## src/rtl/flag_branch_resolver.sv

```systemverilog
// Conditional-branch resolver: holds registered and sticky flag copies, tracks in-flight ALU ops,
// and resolves branch requests once flags have settled (or a wait timeout expires).
module flag_branch_resolver #(
  parameter int unsigned AW      = 16,
  parameter int unsigned PEND_W  = 3,
  parameter int unsigned TIMEOUT = 64
) (
  input  logic          clk,
  input  logic          rst,
  input  logic          flush,
  input  logic          alu_issue,
  input  logic          flag_we,
  input  logic [6:0]    flag_in,
  input  logic          sticky_clr,
  input  logic          br_valid,
  output logic          br_ready,
  input  logic [3:0]    br_cond,
  input  logic [AW-1:0] br_target,
  output logic          res_valid,
  output logic          res_taken,
  output logic          pc_load,
  output logic [AW-1:0] pc_target,
  output logic          flush_req,
  output logic          err_cond,
  output logic          err_timeout,
  output logic [6:0]    flag_q,
  output logic [6:0]    sticky_q
);

  localparam int unsigned TW = (TIMEOUT > 1) ? $clog2(TIMEOUT) : 1;
  localparam logic [PEND_W-1:0] PendMax   = {PEND_W{1'b1}};
  localparam logic [TW-1:0]     TimerLast = TW'(TIMEOUT - 1);
  localparam logic [3:0]        CondRsvd  = 4'd15;

  typedef enum logic [1:0] {
    StIdle,
    StWait,
    StResolve
  } state_e;

  state_e            state_q, state_d;
  logic [TW-1:0]     timer_q, timer_d;
  logic [PEND_W-1:0] pend_q, pend_d;
  logic [3:0]        cond_q, cond_d;
  logic [AW-1:0]     target_q, target_d;
  logic              tout_q, tout_d;
  logic [6:0]        sticky_d;

  logic              res_valid_q, res_valid_d;
  logic              res_taken_q, res_taken_d;
  logic              err_cond_q, err_cond_d;
  logic              err_timeout_q, err_timeout_d;
  logic [AW-1:0]     pc_target_q, pc_target_d;

  logic [2:0]        flag_idx;
  logic              cond_true;

  // Flag registers are unaffected by flush; clr and we in the same cycle leaves flag_in.
  always_comb begin
    sticky_d = (sticky_clr ? 7'h00 : sticky_q) | (flag_we ? flag_in : 7'h00);
  end

  always_ff @(posedge clk) begin
    if (rst) begin
      flag_q   <= 7'h00;
      sticky_q <= 7'h00;
    end else begin
      if (flag_we) begin
        flag_q <= flag_in;
      end
      sticky_q <= sticky_d;
    end
  end

  // In-flight ALU op counter: saturating up, flooring down, cleared by flush.
  always_comb begin
    pend_d = pend_q;
    if (flush) begin
      pend_d = '0;
    end else if (alu_issue && !flag_we) begin
      if (pend_q != PendMax) begin
        pend_d = pend_q + PEND_W'(1);
      end
    end else if (flag_we && !alu_issue) begin
      if (pend_q != '0) begin
        pend_d = pend_q - PEND_W'(1);
      end
    end
  end

  // Condition codes 1..7 test a flag set, 8..14 test a flag clear.
  always_comb begin
    flag_idx  = cond_q[3] ? cond_q[2:0] : (cond_q[2:0] - 3'd1);
    cond_true = 1'b0;
    if (cond_q == 4'd0) begin
      cond_true = 1'b1;
    end else if (cond_q == CondRsvd) begin
      cond_true = 1'b0;
    end else if (!cond_q[3]) begin
      cond_true = flag_q[flag_idx];
    end else begin
      cond_true = !flag_q[flag_idx];
    end
  end

  always_comb begin
    state_d       = state_q;
    timer_d       = '0;
    cond_d        = cond_q;
    target_d      = target_q;
    tout_d        = tout_q;
    res_valid_d   = 1'b0;
    res_taken_d   = 1'b0;
    err_cond_d    = 1'b0;
    err_timeout_d = 1'b0;
    pc_target_d   = pc_target_q;
    br_ready      = (state_q == StIdle);

    unique case (state_q)
      StIdle: begin
        if (br_valid && !flush) begin
          cond_d   = br_cond;
          target_d = br_target;
          tout_d   = 1'b0;
          state_d  = ((pend_q != '0) || alu_issue) ? StWait : StResolve;
        end
      end
      StWait: begin
        if (pend_q == '0) begin
          state_d = StResolve;
        end else if (timer_q == TimerLast) begin
          state_d = StResolve;
          tout_d  = 1'b1;
        end else begin
          timer_d = timer_q + TW'(1);
        end
      end
      StResolve: begin
        res_valid_d   = 1'b1;
        res_taken_d   = cond_true && !tout_q;
        err_cond_d    = (cond_q == CondRsvd);
        err_timeout_d = tout_q;
        pc_target_d   = target_q;
        state_d       = StIdle;
      end
      default: begin
        state_d = StIdle;
      end
    endcase

    // Flush aborts whatever is in flight, including a result about to be registered.
    if (flush) begin
      state_d       = StIdle;
      timer_d       = '0;
      res_valid_d   = 1'b0;
      res_taken_d   = 1'b0;
      err_cond_d    = 1'b0;
      err_timeout_d = 1'b0;
      pc_target_d   = pc_target_q;
    end
  end

  always_ff @(posedge clk) begin
    if (rst) begin
      state_q       <= StIdle;
      timer_q       <= '0;
      pend_q        <= '0;
      cond_q        <= 4'd0;
      target_q      <= '0;
      tout_q        <= 1'b0;
      res_valid_q   <= 1'b0;
      res_taken_q   <= 1'b0;
      err_cond_q    <= 1'b0;
      err_timeout_q <= 1'b0;
      pc_target_q   <= '0;
    end else begin
      state_q       <= state_d;
      timer_q       <= timer_d;
      pend_q        <= pend_d;
      cond_q        <= cond_d;
      target_q      <= target_d;
      tout_q        <= tout_d;
      res_valid_q   <= res_valid_d;
      res_taken_q   <= res_taken_d;
      err_cond_q    <= err_cond_d;
      err_timeout_q <= err_timeout_d;
      pc_target_q   <= pc_target_d;
    end
  end

  assign res_valid   = res_valid_q;
  assign res_taken   = res_taken_q;
  assign pc_load     = res_valid_q & res_taken_q;
  assign flush_req   = res_valid_q & res_taken_q;
  assign pc_target   = pc_target_q;
  assign err_cond    = err_cond_q;
  assign err_timeout = err_timeout_q;

endmodule
```

## config.mk

```make
export PLATFORM = sky130hd
export DESIGN_NAME = flag_branch_resolver
export DESIGN_NICKNAME = d
export VERILOG_FILES = /design/src/rtl/flag_branch_resolver.sv
export SDC_FILE = /design/constraint.sdc
export NUM_CORES = 1
export LEC_CHECK = 0
export CORE_AREA = 2 2 78 80
export CTS_CLUSTER_SIZE = 25
export DETAILED_ROUTE_END_ITERATION = 10
export DIE_AREA = 0 0 80 82
export GPL_ROUTABILITY_DRIVEN = 0
export PLACE_DENSITY = 0.77
export SLEW_MARGIN = 20
export SYNTH_ARGS = -nofsm -noshare
export SYNTH_HDL_FRONTEND = slang
export SYNTH_SLANG_ARGS = --single-unit
```

## constraint.sdc

```tcl
create_clock -name clk -period 2.5 [get_ports clk]
set_input_delay 0.75 -clock clk [delete_from_list [all_inputs] [get_ports clk]]
set_output_delay 0.75 -clock clk [all_outputs]
set_load 0.005 [all_outputs]
```

==> results.cfg <==
[final_layout]
antenna_cells = 0
final.fill_count = 527
stdcell_area_sq_um = 3630
drive_gt1_share_pct = 8.376
finalNetCount = 429
syn2layout_area_growth_pct = 37.81
fin_cells = 469
fin_util_pct = 63.18

[synthesis]
netlist_instances = 317
yosys_warnings = 0
synth_async_sr_flop_share_pct = 0
ys_ff_latch = 66
synth_cell_types = 46
synth_edf_count = 0
synth_nets = 356
netlist_area_sq_um = 2634
synth-main-ff-cell = dfxtp_1
syn_area_per_cell_sq_um = 8.308
synth_seq_area_share_pct = 50.17

[worst_setup_path]
slowest_delay_ps = 420
path_max_fanout = 9
cp-start-kind = flop
rrSetupSlack_ps = 180
crit_chain = inv_1, ha_1, and3b_1, a311o_1, a222oi_1, o32ai_1, a31oi_1
cp_num_buf_inv = 1
crit_required_ps = 2760
endpoint_kind = flop
r2r_cells = 7
path_delay_family = compound AO/OA/AOI/OAI gates
arrival_ps = 2580
r2r_start = cond_q[0]$_SDFFE_PP0P_
worstSetupPathType = reg -> reg
r2r_end = res_taken$_SDFF_PP0_
crit_slowest_cell = ha_1

[route]
drt_iter0_drc = 141
viasPerCell = 5.081
vias = 2383
drc = 0
drt_wl_total_mm = 5.853
ant_nets = 0
wire_per_inst_um = 12.48
drtPass1Iterations = 4

[clock_tree]
clkSlewWorstSetupHoldPaths_ps = 60
cts_post_setup_buffers_inserted = 0
cts_root_buf = clkbuf_8
clock_latency_ps = 330
cts_buffers = 9
cts_tree = built
cts_hold_buf = 0
cts_max_level = 3
cts_buffer_depth = 2
cts.repair.resized = 0
cts_sinks = 66

[timing]
period_share_pct = 93.00
fin_tns_setup_ps = 0
relSlewSlack_pct = 64.97
rsz0062_at_grt = false
hold_viol_final = 0
finalClockSkew_ps = 5.431
setup_viol = 0
slew_violations = 0
worstMarginPinSlew_ps = 512.3
max_freq_mhz = 430.1
period_needed_ps = 2325

[place]
place_inst = 454
dpl_cell_area_sq_um = 3425
io_buffer_count = 70
hpwl_mm = 4.229

[die]
num_rows = 28
fp.coreArea_sq_um = 5746
start_util_pct = 45.84
dieArea_sq_um = 6560
dieHeight_um = 82
io_pins = 71
die_width_um = 80

[pwr]
pwr-share-clk_pct = 40.1
power_leakage_nw = 1.321
cell_internal_pwr_mw = 1.752
comb_power_share_pct = 10.5
switching_share_pct = 22.22
power.total_mw = 2.252
p_per_area_nw_per_um2 = 620.5
switchingPower_uw = 500.4
ir_drop_mv = 0.3851
seqPwrFrac_pct = 49.4

[global_route]
antenna_found_initial = 0
grt_pass1_vias = 2177
grt_overflow = 0
grt_pass1_wl_mm = 9.708
grtUsageTotal_pct = 19.16
grt_max_degree = 29

[run]
drv_cap = 0

[hold_path]
min_to = timer_q[0]$_SDFF_PP0_
hp-start = timer_q[0]$_SDFF_PP0_
whs_path_depth = 1
hp-class = reg -> reg

[run_status]
outcome = completed
final cells by class:
type	count	area [sq um]	share of cell area (%)
Clock buffer	13	168.9	4.654
Clock inverter	2	35.03	0.9652
Inverter	6	22.52	0.6205
Multi-Input combinational cell	227	1217	33.54
Sequential cell	66	1321	36.40
Tap cell	75	93.84	2.585
Timing Repair Buffer	80	770.7	21.23
cells by family (layout without fill, tap and decap cells):
group,after synthesis,count (layout),synth area share [%]
buffers and inverters,24,101,3.895
AOI/OAI and AO/OA,68,68,14.92
xor gates and xnor gates,6,6,1.995
DFF,66,66,50.17
muxes,3,3,1.235
adders and majority gates,5,5,2.660
and+or+nand+nor,145,145,25.13
layout by cell type (no fill, tap or decap), types with 3 or more instances in the layout:
master,n
a211oi_1,3
a21oi_1,52
and2_1,3
and3_1,3
buf_4,10
clkbuf_8,12
clkdlybuf4s50_1,69
dfxtp_1,66
ha_1,4
inv_1,5
nand2_1,92
nand2b_1,8
nor2_1,14
nor3_1,3
nor3b_1,3
xnor2_1,4
metal layers:
layer	vias to the layer above	wire, um	GRT usage (%)
met4	0	39	5.763
li1	1209	-	-
met1	1108	2531	22.20
met3	4	396	9.011
met5	-	0	0
met2	62	2885	31.67
synthesized netlist by cell type, types with 2 or more instances:
library cell / instances / area [sq um]
nand2_1: 92 / 345.3
dfxtp_1: 66 / 1321
a21oi_1: 52 / 260.3
clkbuf_1: 15 / 56.30
nor2_1: 14 / 52.55
nand2b_1: 8 / 50.05
inv_1: 5 / 18.77
ha_1: 4 / 50.05
xnor2_1: 4 / 35.03
a211oi_1: 3 / 22.52
and2_1: 3 / 18.77
and3_1: 3 / 18.77
nor3_1: 3 / 15.01
nor3b_1: 3 / 22.52
a2111oi_0: 2 / 17.52
a311o_1: 2 / 20.02
a31oi_1: 2 / 12.51
and3b_1: 2 / 17.52
mux2_2: 2 / 22.52
nand3_1: 2 / 10.01
nand3b_1: 2 / 15.01
o31ai_1: 2 / 15.01
or3_1: 2 / 12.51
xor2_1: 2 / 17.52
per-stage QoR:
stage                     hold slack [ps]  worst slack [ps]
final                               449.9             175.1
after floorplan                     413.2             139.7
after global routing                477.6            0.9390
after global placement              427.8            -47.48
after detailed placement            437.1            -80.30
after CTS                           446.1             189.9
worst max-delay path by stage:
stage	startpoint	to	slack (ps)	cells past startpoint
after floorplan	flag_we	pend_q[2]$_SDFFE_PP0P_	140	8
after global placement	flag_we	pend_q[2]$_SDFFE_PP0P_	-50	8
after detailed placement	flag_we	pend_q[2]$_SDFFE_PP0P_	-80	8
after CTS	cond_q[0]$_SDFFE_PP0P_	res_taken$_SDFF_PP0_	190	7
after global routing	cond_q[0]$_SDFFE_PP0P_	res_taken$_SDFF_PP0_	0.9	7
final	cond_q[0]$_SDFFE_PP0P_	res_taken$_SDFF_PP0_	180	7
power groups by stage:
stage	Combinational (mW)	Clock [mW]	Sequential, mW
2_1_floorplan	0.125	0	1.13
6_report	0.236	0.903	1.11
4_1_cts	0.237	0.931	1.11
3_3_place_gp	0.231	0	1.13
5_1_grt	0.261	0.975	1.12
3_5_place_dp	0.236	0	1.14
flip-flops by register name (all words and copies together) (netlist names), 2 cells and up:
signal / flops
flag_q: 7
pend_q: 3
sticky_q: 7
pc_target: 16
state_q: 2
cond_q: 4
timer_q: 6
target_q: 16
(Power assumes the default switching activity.)
